--- src/rtl/axi_rd_arb_pkg.sv ---
// Shared types and constants for the two-master AXI read arbiter.
// Contents: FSM state enum, master index constants, AXI burst encodings,
// fixed AXI field widths.
package axi_rd_arb_pkg;

    typedef enum logic [1:0] {
        IDLE = 2'd0,
        ADDR = 2'd1,
        DATA = 2'd2
    } state_e;

    localparam logic M_IFU = 1'b0;
    localparam logic M_LSU = 1'b1;

    localparam logic [1:0] FIXED = 2'b00;
    localparam logic [1:0] INCR  = 2'b01;
    localparam logic [1:0] WRAP  = 2'b10;

    localparam int unsigned LEN_W   = 8;
    localparam int unsigned SIZE_W  = 3;
    localparam int unsigned BURST_W = 2;
    localparam int unsigned RESP_W  = 2;

endpackage

--- src/rtl/axi_rd_if.sv ---
// AXI-full read channel (AR + R) bundle.
// master modport: drives AR request and R ready.
// slave modport : drives AR ready and the R beat.
interface axi_rd_if
    import axi_rd_arb_pkg::*;
#(
    parameter int unsigned ADDR_W = 32,
    parameter int unsigned DATA_W = 32,
    parameter int unsigned ID_W   = 4
);
    logic                arvalid;
    logic                arready;
    logic [ADDR_W-1:0]   araddr;
    logic [ID_W-1:0]     arid;
    logic [LEN_W-1:0]    arlen;
    logic [SIZE_W-1:0]   arsize;
    logic [BURST_W-1:0]  arburst;
    logic                rvalid;
    logic                rready;
    logic [DATA_W-1:0]   rdata;
    logic [RESP_W-1:0]   rresp;
    logic                rlast;
    logic [ID_W-1:0]     rid;

    modport master (
        output arvalid, araddr, arid, arlen, arsize, arburst, rready,
        input  arready, rvalid, rdata, rresp, rlast, rid
    );

    modport slave (
        input  arvalid, araddr, arid, arlen, arsize, arburst, rready,
        output arready, rvalid, rdata, rresp, rlast, rid
    );
endinterface

--- src/rtl/axi_rd_arb_grant.sv ---
// Two-way grant selection plus the owner register.
// Build option: AXI_RD_ARB_ROUND_ROBIN_EN -> ties go to the master that
// was not the last owner; otherwise the LSU (m1) always wins ties.
// Ports: i_clock, i_reset (async active-low), i_req0/i_req1 requests,
//        i_update (grant taken this cycle), o_any, o_winner, o_owner.
module axi_rd_arb_grant
    import axi_rd_arb_pkg::*;
(
    input  logic i_clock,
    input  logic i_reset,
    input  logic i_req0,
    input  logic i_req1,
    input  logic i_update,
    output logic o_any,
    output logic o_winner,
    output logic o_owner
);
    logic r_owner;
    logic w_winner;

    // Winner selection; single requester always wins regardless of build.
    always_comb begin
        w_winner = M_IFU;
        if (i_req0 && i_req1) begin
`ifdef AXI_RD_ARB_ROUND_ROBIN_EN
            w_winner = ~r_owner;
`else
            w_winner = M_LSU;
`endif
        end else if (i_req1) begin
            w_winner = M_LSU;
        end
    end

    // Owner is held after the transaction ends; it seeds round-robin ties.
    always_ff @(posedge i_clock or negedge i_reset) begin
        if (!i_reset) begin
            r_owner <= M_IFU;
        end else if (i_update) begin
            r_owner <= w_winner;
        end
    end

    assign o_any    = i_req0 | i_req1;
    assign o_winner = w_winner;
    assign o_owner  = r_owner;

endmodule

--- src/rtl/axi_rd_arbiter.sv ---
// Two-master (IFU=m0, LSU=m1) to one-slave AXI read arbiter.
// One outstanding read; the owner is locked from AR grant to the last R beat.
// Build option: AXI_RD_ARB_ROUND_ROBIN_EN (round-robin tie break).
// Ports: i_clock, i_reset (async active-low); io_m0/io_m1 master-side
//        buses; io_s slave-side bus; o_owner current/last owner;
//        o_busy (state != IDLE); o_proto_err sticky burst-length error.
module axi_rd_arbiter
    import axi_rd_arb_pkg::*;
#(
    parameter int unsigned ADDR_W = 32,
    parameter int unsigned DATA_W = 32,
    parameter int unsigned ID_W   = 4
) (
    input  logic       i_clock,
    input  logic       i_reset,
    axi_rd_if.slave    io_m0,
    axi_rd_if.slave    io_m1,
    axi_rd_if.master   io_s,
    output logic       o_owner,
    output logic       o_busy,
    output logic       o_proto_err
);
    state_e               r_state;
    logic [ADDR_W-1:0]    r_araddr;
    logic [ID_W-1:0]      r_arid;
    logic [LEN_W-1:0]     r_arlen;
    logic [SIZE_W-1:0]    r_arsize;
    logic [BURST_W-1:0]   r_arburst;
    logic [LEN_W-1:0]     r_beat;
    logic                 r_proto_err;

    logic w_any, w_win, w_owner, w_grant;
    logic w_in_data, w_to_m0, w_to_m1, w_r_hs;

    axi_rd_arb_grant u_grant (
        .i_clock  (i_clock),
        .i_reset  (i_reset),
        .i_req0   (io_m0.arvalid),
        .i_req1   (io_m1.arvalid),
        .i_update (w_grant),
        .o_any    (w_any),
        .o_winner (w_win),
        .o_owner  (w_owner)
    );

    // Reset gates the combinational handshakes so nothing is accepted while held.
    assign w_grant   = i_reset & (r_state == IDLE) & w_any;
    assign w_in_data = (r_state == DATA);
    assign w_to_m0   = w_in_data & (w_owner == M_IFU);
    assign w_to_m1   = w_in_data & (w_owner == M_LSU);
    assign w_r_hs    = io_s.rvalid & io_s.rready;

    // AR grant pulses in the IDLE cycle only.
    assign io_m0.arready = w_grant & (w_win == M_IFU);
    assign io_m1.arready = w_grant & (w_win == M_LSU);

    // Slave AR from the latch.
    assign io_s.arvalid = (r_state == ADDR);
    assign io_s.araddr  = r_araddr;
    assign io_s.arid    = r_arid;
    assign io_s.arlen   = r_arlen;
    assign io_s.arsize  = r_arsize;
    assign io_s.arburst = r_arburst;

    // R routing; outside DATA any stray beat is drained.
    assign io_s.rready = w_in_data ? ((w_owner == M_LSU) ? io_m1.rready : io_m0.rready)
                                   : i_reset;

    assign io_m0.rvalid = w_to_m0 & io_s.rvalid;
    assign io_m0.rdata  = w_to_m0 ? io_s.rdata : '0;
    assign io_m0.rresp  = w_to_m0 ? io_s.rresp : '0;
    assign io_m0.rlast  = w_to_m0 & io_s.rlast;
    assign io_m0.rid    = w_to_m0 ? io_s.rid   : '0;

    assign io_m1.rvalid = w_to_m1 & io_s.rvalid;
    assign io_m1.rdata  = w_to_m1 ? io_s.rdata : '0;
    assign io_m1.rresp  = w_to_m1 ? io_s.rresp : '0;
    assign io_m1.rlast  = w_to_m1 & io_s.rlast;
    assign io_m1.rid    = w_to_m1 ? io_s.rid   : '0;

    // FSM, AR latch, beat counter and sticky protocol error.
    always_ff @(posedge i_clock or negedge i_reset) begin
        if (!i_reset) begin
            r_state     <= IDLE;
            r_araddr    <= '0;
            r_arid      <= '0;
            r_arlen     <= '0;
            r_arsize    <= '0;
            r_arburst   <= '0;
            r_beat      <= '0;
            r_proto_err <= 1'b0;
        end else begin
            case (r_state)
                IDLE: begin
                    if (w_grant) begin
                        r_state   <= ADDR;
                        r_beat    <= '0;
                        r_araddr  <= w_win ? io_m1.araddr  : io_m0.araddr;
                        r_arid    <= w_win ? io_m1.arid    : io_m0.arid;
                        r_arlen   <= w_win ? io_m1.arlen   : io_m0.arlen;
                        r_arsize  <= w_win ? io_m1.arsize  : io_m0.arsize;
                        r_arburst <= w_win ? io_m1.arburst : io_m0.arburst;
                    end
                end
                ADDR: begin
                    if (io_s.arready) begin
                        r_state <= DATA;
                    end
                end
                DATA: begin
                    if (w_r_hs) begin
                        // Counts beats already delivered; last beat index must equal arlen.
                        r_beat <= r_beat + LEN_W'(1);
                        if (io_s.rlast) begin
                            r_state <= IDLE;
                            if (r_beat != r_arlen) begin
                                r_proto_err <= 1'b1;
                            end
                        end
                    end
                end
                default: r_state <= IDLE;
            endcase
            if (w_r_hs && !w_in_data) begin
                r_proto_err <= 1'b1;
            end
        end
    end

    assign o_owner     = w_owner;
    assign o_busy      = (r_state != IDLE);
    assign o_proto_err = r_proto_err;

endmodule

--- src/flat_wrapper.sv ---
// flat-port wrapper written by rule: the top's interface ports become plain ports
module axi_rd_arbiter_flat import axi_rd_arb_pkg::*;
#(
    parameter int unsigned ADDR_W = 32,
    parameter int unsigned DATA_W = 32,
    parameter int unsigned ID_W   = 4
)
  (i_clock, i_reset, o_owner, o_busy, o_proto_err, io_m0_arvalid, io_m0_araddr, io_m0_arid, io_m0_arlen, io_m0_arsize, io_m0_arburst, io_m0_rready, io_m0_arready, io_m0_rvalid, io_m0_rdata, io_m0_rresp, io_m0_rlast, io_m0_rid, io_m1_arvalid, io_m1_araddr, io_m1_arid, io_m1_arlen, io_m1_arsize, io_m1_arburst, io_m1_rready, io_m1_arready, io_m1_rvalid, io_m1_rdata, io_m1_rresp, io_m1_rlast, io_m1_rid, io_s_arvalid, io_s_araddr, io_s_arid, io_s_arlen, io_s_arsize, io_s_arburst, io_s_rready, io_s_arready, io_s_rvalid, io_s_rdata, io_s_rresp, io_s_rlast, io_s_rid);
  axi_rd_if #(.ADDR_W(ADDR_W), .DATA_W(DATA_W), .ID_W(ID_W)) io_m0_i ();
  axi_rd_if #(.ADDR_W(ADDR_W), .DATA_W(DATA_W), .ID_W(ID_W)) io_m1_i ();
  axi_rd_if #(.ADDR_W(ADDR_W), .DATA_W(DATA_W), .ID_W(ID_W)) io_s_i ();
  input  logic i_clock;
  input  logic i_reset;
  output logic o_owner;
  output logic o_busy;
  output logic o_proto_err;
  input wire logic [$bits(io_m0_i.arvalid)-1:0] io_m0_arvalid;
  input wire logic [$bits(io_m0_i.araddr)-1:0] io_m0_araddr;
  input wire logic [$bits(io_m0_i.arid)-1:0] io_m0_arid;
  input wire logic [$bits(io_m0_i.arlen)-1:0] io_m0_arlen;
  input wire logic [$bits(io_m0_i.arsize)-1:0] io_m0_arsize;
  input wire logic [$bits(io_m0_i.arburst)-1:0] io_m0_arburst;
  input wire logic [$bits(io_m0_i.rready)-1:0] io_m0_rready;
  output wire logic [$bits(io_m0_i.arready)-1:0] io_m0_arready;
  output wire logic [$bits(io_m0_i.rvalid)-1:0] io_m0_rvalid;
  output wire logic [$bits(io_m0_i.rdata)-1:0] io_m0_rdata;
  output wire logic [$bits(io_m0_i.rresp)-1:0] io_m0_rresp;
  output wire logic [$bits(io_m0_i.rlast)-1:0] io_m0_rlast;
  output wire logic [$bits(io_m0_i.rid)-1:0] io_m0_rid;
  input wire logic [$bits(io_m1_i.arvalid)-1:0] io_m1_arvalid;
  input wire logic [$bits(io_m1_i.araddr)-1:0] io_m1_araddr;
  input wire logic [$bits(io_m1_i.arid)-1:0] io_m1_arid;
  input wire logic [$bits(io_m1_i.arlen)-1:0] io_m1_arlen;
  input wire logic [$bits(io_m1_i.arsize)-1:0] io_m1_arsize;
  input wire logic [$bits(io_m1_i.arburst)-1:0] io_m1_arburst;
  input wire logic [$bits(io_m1_i.rready)-1:0] io_m1_rready;
  output wire logic [$bits(io_m1_i.arready)-1:0] io_m1_arready;
  output wire logic [$bits(io_m1_i.rvalid)-1:0] io_m1_rvalid;
  output wire logic [$bits(io_m1_i.rdata)-1:0] io_m1_rdata;
  output wire logic [$bits(io_m1_i.rresp)-1:0] io_m1_rresp;
  output wire logic [$bits(io_m1_i.rlast)-1:0] io_m1_rlast;
  output wire logic [$bits(io_m1_i.rid)-1:0] io_m1_rid;
  output wire logic [$bits(io_s_i.arvalid)-1:0] io_s_arvalid;
  output wire logic [$bits(io_s_i.araddr)-1:0] io_s_araddr;
  output wire logic [$bits(io_s_i.arid)-1:0] io_s_arid;
  output wire logic [$bits(io_s_i.arlen)-1:0] io_s_arlen;
  output wire logic [$bits(io_s_i.arsize)-1:0] io_s_arsize;
  output wire logic [$bits(io_s_i.arburst)-1:0] io_s_arburst;
  output wire logic [$bits(io_s_i.rready)-1:0] io_s_rready;
  input wire logic [$bits(io_s_i.arready)-1:0] io_s_arready;
  input wire logic [$bits(io_s_i.rvalid)-1:0] io_s_rvalid;
  input wire logic [$bits(io_s_i.rdata)-1:0] io_s_rdata;
  input wire logic [$bits(io_s_i.rresp)-1:0] io_s_rresp;
  input wire logic [$bits(io_s_i.rlast)-1:0] io_s_rlast;
  input wire logic [$bits(io_s_i.rid)-1:0] io_s_rid;
  assign io_m0_i.arvalid = io_m0_arvalid;
  assign io_m0_i.araddr = io_m0_araddr;
  assign io_m0_i.arid = io_m0_arid;
  assign io_m0_i.arlen = io_m0_arlen;
  assign io_m0_i.arsize = io_m0_arsize;
  assign io_m0_i.arburst = io_m0_arburst;
  assign io_m0_i.rready = io_m0_rready;
  assign io_m0_arready = io_m0_i.arready;
  assign io_m0_rvalid = io_m0_i.rvalid;
  assign io_m0_rdata = io_m0_i.rdata;
  assign io_m0_rresp = io_m0_i.rresp;
  assign io_m0_rlast = io_m0_i.rlast;
  assign io_m0_rid = io_m0_i.rid;
  assign io_m1_i.arvalid = io_m1_arvalid;
  assign io_m1_i.araddr = io_m1_araddr;
  assign io_m1_i.arid = io_m1_arid;
  assign io_m1_i.arlen = io_m1_arlen;
  assign io_m1_i.arsize = io_m1_arsize;
  assign io_m1_i.arburst = io_m1_arburst;
  assign io_m1_i.rready = io_m1_rready;
  assign io_m1_arready = io_m1_i.arready;
  assign io_m1_rvalid = io_m1_i.rvalid;
  assign io_m1_rdata = io_m1_i.rdata;
  assign io_m1_rresp = io_m1_i.rresp;
  assign io_m1_rlast = io_m1_i.rlast;
  assign io_m1_rid = io_m1_i.rid;
  assign io_s_arvalid = io_s_i.arvalid;
  assign io_s_araddr = io_s_i.araddr;
  assign io_s_arid = io_s_i.arid;
  assign io_s_arlen = io_s_i.arlen;
  assign io_s_arsize = io_s_i.arsize;
  assign io_s_arburst = io_s_i.arburst;
  assign io_s_rready = io_s_i.rready;
  assign io_s_i.arready = io_s_arready;
  assign io_s_i.rvalid = io_s_rvalid;
  assign io_s_i.rdata = io_s_rdata;
  assign io_s_i.rresp = io_s_rresp;
  assign io_s_i.rlast = io_s_rlast;
  assign io_s_i.rid = io_s_rid;
  axi_rd_arbiter #(.ADDR_W(ADDR_W), .DATA_W(DATA_W), .ID_W(ID_W)) u_core (.i_clock(i_clock), .i_reset(i_reset), .io_m0(io_m0_i), .io_m1(io_m1_i), .io_s(io_s_i), .o_owner(o_owner), .o_busy(o_busy), .o_proto_err(o_proto_err));
endmodule
--- config.mk ---
export PLATFORM = sky130hd
export DESIGN_NAME = axi_rd_arbiter_flat
export DESIGN_NICKNAME = d
export VERILOG_FILES = /design/src/rtl/axi_rd_arb_pkg.sv /design/src/rtl/axi_rd_if.sv /design/src/rtl/axi_rd_arb_grant.sv /design/src/rtl/axi_rd_arbiter.sv /design/src/flat_wrapper.sv
export SDC_FILE = /design/constraint.sdc
export NUM_CORES = 1
export LEC_CHECK = 0
export BUFFER_PORTS_ARGS = -buffer_cell sky130_fd_sc_hd__buf_2
export CAP_MARGIN = 40
export CORE_AREA = 2 2 109 111
export CTS_CLUSTER_DIAMETER = 40
export DETAILED_ROUTE_END_ITERATION = 8
export DIE_AREA = 0 0 111 113
export GPL_TIMING_DRIVEN = 0
export PLACE_DENSITY = 0.69
export SKIP_CTS_REPAIR_TIMING = 1
export SLEW_MARGIN = 10
export SYNTH_ARGS = -nofsm -noshare
export SYNTH_HDL_FRONTEND = slang
export SYNTH_SLANG_ARGS = --single-unit
--- constraint.sdc ---
create_clock -name i_clock -period 3.6 [get_ports i_clock]
set_clock_uncertainty 0.1 [all_clocks]
set_input_delay 0.54 -clock i_clock [delete_from_list [all_inputs] [get_ports i_clock]]
set_output_delay 0.54 -clock i_clock [all_outputs]
set_load 0.01 [all_outputs]
Word level (Yosys, flattened, before mapping)
Cells that the tools add are included.
{"block": "totals", "ff_bits": 61, "latchBits": 0, "mem_bits_rw": 0, "rom_bits": 0, "input_bits": 145, "elab_cells": 73, "n_memories": 0}
{"block": "classes", "n_addsub": 1, "mul": 0, "n_div": 0, "n_lt_le_gt_ge": 0, "eq_ne": 7, "shifts": 0, "muxes": 28, "bitwise": 14, "n_reduce_logical": 14}
{"cell": "$mux 32", "count": 3}
{"cell": "$mux 8", "count": 3}
{"cell": "$pmux 8 s2", "count": 1}
{"cell": "$mux 2", "count": 7}
{"cell": "$mux 4", "count": 3}
{"cell": "$reduce_bool 2->1", "count": 6}
{"cell": "$and 1x1->1", "count": 11}
{"cell": "$mux 1", "count": 9}
{"cell": "$add 8x1->8 const B", "count": 1}
{"cell": "$ne 8x8->1", "count": 1}
{"cell": "$reduce_and 4->1", "count": 2}
{"cell": "$pmux 2 s3", "count": 1}
{"cell": "$ne 2x1->1 const B", "count": 2}
{"cell": "$ne 2x2->1 const B", "count": 2}
{"cell": "$mux 3", "count": 1}
{"cell": "$reduce_and 3->1", "count": 1}
{"cell": "$eq 2x1->1 const B", "count": 1}
{"cell": "$eq 2x2->1 const B", "count": 1}
{"cell": "$logic_and 1x1->1", "count": 2}
{"cell": "$logic_not 2->1", "count": 1}
{"cell": "$not 1->1", "count": 2}
{"cell": "$reduce_and 2->1", "count": 1}
{"cell": "$logic_not 1->1", "count": 1}
{"cell": "$or 1x1->1", "count": 1}

Depth between registers and ports, before layout
{"block": "logic_depth", "ltp_word": 6, "ltp_mapped": 6}

Hierarchy
From an unflattened synthesis, not the netlist that was laid out.
{"block": "unflattened", "hier_cells": 394, "area_unflattened_um2": 3668.5}
{"module": "axi_rd_arbiter", "n_inst": 1, "cells_per_inst": 390, "area_each_um2": 3618.5, "seq_area_each_um2": 1501.4}
{"module": "axi_rd_arb_grant", "n_inst": 1, "cells_per_inst": 4, "area_each_um2": 50.0, "seq_area_each_um2": 25.0}

Least setup slack after synthesis
No wires, ideal clock.
{"block": "synth_path", "path_kind": "in2out", "from": "input io_m1_arvalid", "to": "output io_m0_arready", "t_arrival_ps": 1420, "required_ps": 2960, "setup_slack_ps": 1540, "path_stages": 5, "n_path_buf": 3, "path_cell_list": "clkbuf_1 > o211ai_2 > clkbuf_8 > buf_2 > nor2_1"}
{"block": "synth_between", "elab_chain_len": 4, "elab_cells_between_ends": 7}
{"element": "start, declared", "line": "flat_wrapper.sv:30", "source": "input wire logic [$bits(io_m1_i.arvalid)-1:0] io_m1_arvalid;"}
{"element": "$mux 1 or $logic_and 1x1->1 (tied branches)", "line": "axi_rd_arb_grant.sv:30, axi_rd_arb_grant.sv:24"}
{"element": "$mux 1", "line": "axi_rd_arb_grant.sv:24", "source": "if (i_req0 && i_req1) begin"}
{"element": "$not 1->1", "line": "axi_rd_arbiter.sv:54", "source": "assign io_m0.arready = w_grant & (w_win == M_IFU);"}
{"element": "$and 1x1->1 (*)", "line": "axi_rd_arbiter.sv:54"}
{"element": "end, declared", "line": "flat_wrapper.sv:24", "source": "output wire logic [$bits(io_m0_i.arready)-1:0] io_m0_arready;"}
Mark *: on every way between the ends. The rest lies on a longest branch, timed or not.

Final worst setup path
{"block": "layout_path", "from": "input i_reset", "to": "output io_m0_arready"}
{"block": "layout_between", "elab_chain_len": 3}
{"element": "start, declared", "line": "flat_wrapper.sv:13", "source": "input logic i_reset;"}
{"element": "$and 1x1->1 (2 in series)", "line": "axi_rd_arbiter.sv:47", "source": "assign w_grant = i_reset & (r_state == IDLE) & w_any;"}
{"element": "$and 1x1->1", "line": "axi_rd_arbiter.sv:54"}
Every way passes these cells.

==> flow_summary_export.csv <==
group,metric,value,unit
setup_path,worst-path-buf-inv,4,
pwr,pwr-share-clk,21.4,%
run,max_cap_check_violation_count,0,
global_route,grt_start_max_net_pins,65,
setup_path,delay_of_the_slowest_critical_path_stage,580,ps
sta,fmax,336,MHz
pwr,power.sequential.fraction,32.7,%
pwr,power_density,677,nW/um2
layout,num-nets-final,826,
detailed_routing,wl_per_cell,15.3,um
layout,final_layout_size_suffix_gt1_share,46.1,%
setup_path,worstPathArrival,2330,ps
layout,layout.core_utilization,48.0,%
sta,max_slew_margin,47.8,%
setup_path,critical_path_required,2960,ps
detailed_routing,route.vias.total,3952,
setup_path,critPathMaxFanout,64,
setup_path,cp-start-kind,"primary input",
sta,finalSetupViolations,0,
detailed_routing,via_count_normalized_by_instance_count,4.76,
cts,clock_path_buffers,2,
synth,synth_largest_area_cell,"sky130_fd_sc_hd__dfrtp_1",
die,design.die.area,12500,um2
global_route,antenna_found_initial,2,
synth,ys_ff_latch,61,
synth,syn_area_per_cell,9.11,um2
layout,area_delta_synth_final,52.4,%
pwr,peakVddDrop,264,uV
setup_path,crit_path_end_kind,"primary output",
synth,synth_unique_cells,38,
global_route,grt_pass1_wl,19800,um
die,io_pins,281,
sta,hold_violations,0,
die,row_count,39,
cts,cts_root_buffer,"sky130_fd_sc_hd__clkbuf_16",
detailed_routing,drtPass1Iterations,4,
setup_path,worstSetupPathDepth,6,
die,die_y,113,um
cts,ctsHtreeMaxLevel,3,
die,coreArea,11300,um2
detailed_routing,drt_first_iter_violations,186,
sta,finalMaxSlewViolations,0,
detailed_routing,drc,0,
sta,timing.final.crit_share,82.6,%
placement,detailed_place_hpwl,10500,um
layout,layout.cells.most_common_list,"287 x sky130_fd_sc_hd__buf_2, 61 x sky130_fd_sc_hd__dfrtp_1, 57 x sky130_fd_sc_hd__nand2_1, 53 x sky130_fd_sc_hd__o21ai_0, 49 x sky130_fd_sc_hd__mux2i_1",
synth,synthDominantCellAreaShare,43.0,%
run_status,run_status,"completed",
synth,syn-cell-area,3550,um2
worst_hold_path,min-delay-path-class,"in2async",
layout,stdcell_count,830,
detailed_routing,routed_wirelength,12700,um
sta,fin_hold_ws,185,ps
setup_path,cp_common_cell,"sky130_fd_sc_hd__buf_2",
sta,rsz0062_at_grt,"no",
placement,final_replace_weighted_congestion,0.950,
pwr,switching_power,1490,uW
cts,cts.sinks,61,
pwr,internal-power,2180,uW
pwr,switching_share_of_power,40.6,%
global_route,first_global_vias,3978,
cts,number_of_clock_buffers_inserted_by_tritoncts,9,
sta,tns,0,ps
sta,post-route-min-period,2970,ps
layout,filler_cell_count_in_the_final_layout,1079,
placement,detailed_place.area,5130,um2
setup_path,cp_top_family,"buffers and inverters",
global_route,global_route.overflow_total,0,
die,dieWidth,111,um
layout,layout.cells.most_common,"sky130_fd_sc_hd__buf_2",
die,initial_core_util,31.5,%
global_route,grt_usage,19.9,%
setup_path,worstSetupPathType,"in2out",
synth,netlist_instances,390,
cts,clock_tree_from_tritoncts,"built",
synth,yosysWarningCount,0,
placement,post_place_cells,812,
setup_path,critical_path.slowest_cell,"sky130_fd_sc_hd__buf_4",
detailed_routing,drtAntennaViolNets,0,
pwr,p_comb_share,45.9,%
cts,cts.reportedPaths.clkPinSlew,50,ps
cts,insertion_delay,320,ps
setup_path,path_cells,"buf_4 -> o211ai_2 -> clkbuf_8 -> buf_2 -> nor2_1 -> buf_2",
pwr,leakagePower,0.00329,uW
setup_path,reg2reg_depth,6,
layout,post-route-cell-area,5410,um2
placement,input_output_buffers,279,
synth,synthesis.nets,536,
sta,tightestPinTransition,782,ps
synth,synthTopCellsByArea,"sky130_fd_sc_hd__dfrtp_1 43%, sky130_fd_sc_hd__mux2i_1 14%, sky130_fd_sc_hd__o21ai_0 7.5%",
synth,ys_seq_area_share,43.0,%
-- path summary, 6_finish.rpt --
| check | startpoint | to | slack (ps) |
|---|---|---|---|
| max | i_reset | io_m0_arready | 630 |
| min | i_reset | u_core.io_s.araddr[2] | 190 |
| max reg2reg | u_core.r_state[1] | u_core.io_s.arlen[1] | 1820 |
| min reg2reg | u_core.io_s.arid[0] | u_core.io_s.arid[0] | 370 |
| max in group asynchronous | i_reset | u_core.r_beat[7] | 2680 |
| min in group i_clock | io_s_arready | u_core.r_state[0] | 320 |
-- cells in the mapped netlist (all sizes together) --
cell type	instances
and2	41
nor4	1
o22ai	1
and3	43
and4	1
buf	10
a22o	1
nand2b	2
dfrtp	61
a31o	1
nor2	5
o31ai	1
a21oi	3
ha	1
or3	1
nand2	57
mux2i	49
a221o	1
a21o	2
nand3	11
a31oi	2
clkbuf	21
and2b	1
inv	4
mux2	1
nand4	2
xor2	7
o21ai	53
nor3	2
xnor2	1
o211ai	3
-- final cells by class --
type / count / area, um2 / area share, %
multi-input combinational: 294 / 1870 / 34.5
buffer: 31 / 146 / 2.70
clock inverter: 5 / 25.0 / 0.462
clock buffer: 11 / 253 / 4.67
inverter: 4 / 15.0 / 0.277
antenna: 2 / 5.00 / 0.0924
timing repair buffer: 279 / 1400 / 25.8
tap: 143 / 179 / 3.30
sequential: 61 / 1530 / 28.2
-- registers in the layout (all words and copies together) (netlist names) --
signal                  flops
u_core.io_s.araddr         32
u_core.io_s.arlen           8
u_core.r_beat               8
u_core.io_s.arid            4
u_core.io_s.arsize          3
u_core.io_s.arburst         2
u_core.r_state              2
u_core.o_proto_err          1
u_core.u_grant.o_owner      1
-- per-stage QoR --
stage          worst slack, ps  power (uW)
2_1_floorplan             1540        2110
5_1_grt                    397        3940
4_1_cts                    546        3710
3_3_place_gp             -50.4        2890
3_5_place_dp               541        2920
6_report                   628        3660
-- power by group through the flow --
stage / Combinational (uW) / Sequential [uW] / Clock [uW]
final: 1680 / 1200 / 783
after global routing: 1870 / 1240 / 833
after CTS: 1700 / 1210 / 801
after detailed placement: 1710 / 1210 / 0
after global placement: 1690 / 1200 / 0
after floorplan: 810 / 1300 / 0
-- metal layers --
metal,vias up,share of wire [%],global-route usage (%)
met5,-,0,0
met4,0,3.9,10.3
met3,34,7.4,4.87
met2,186,53,37.7
met1,1804,36,20.2
li1,1928,-,-
-- cell families after synthesis --
| group | count (synthesis) | share of synthesized area, % |
|---|---|---|
| AND/OR/NAND/NOR | 167 | 25.2 |
| flip-flops | 61 | 43.0 |
| XOR/XNOR | 8 | 1.97 |
| adder cells (fa/ha/maj) | 1 | 0.352 |
| buffers and inverters | 35 | 4.54 |
| AO/OA/AOI/OAI | 68 | 10.7 |
| multiplexers | 50 | 14.2 |
No activity file was read; power rests on OpenSTA's default activity.
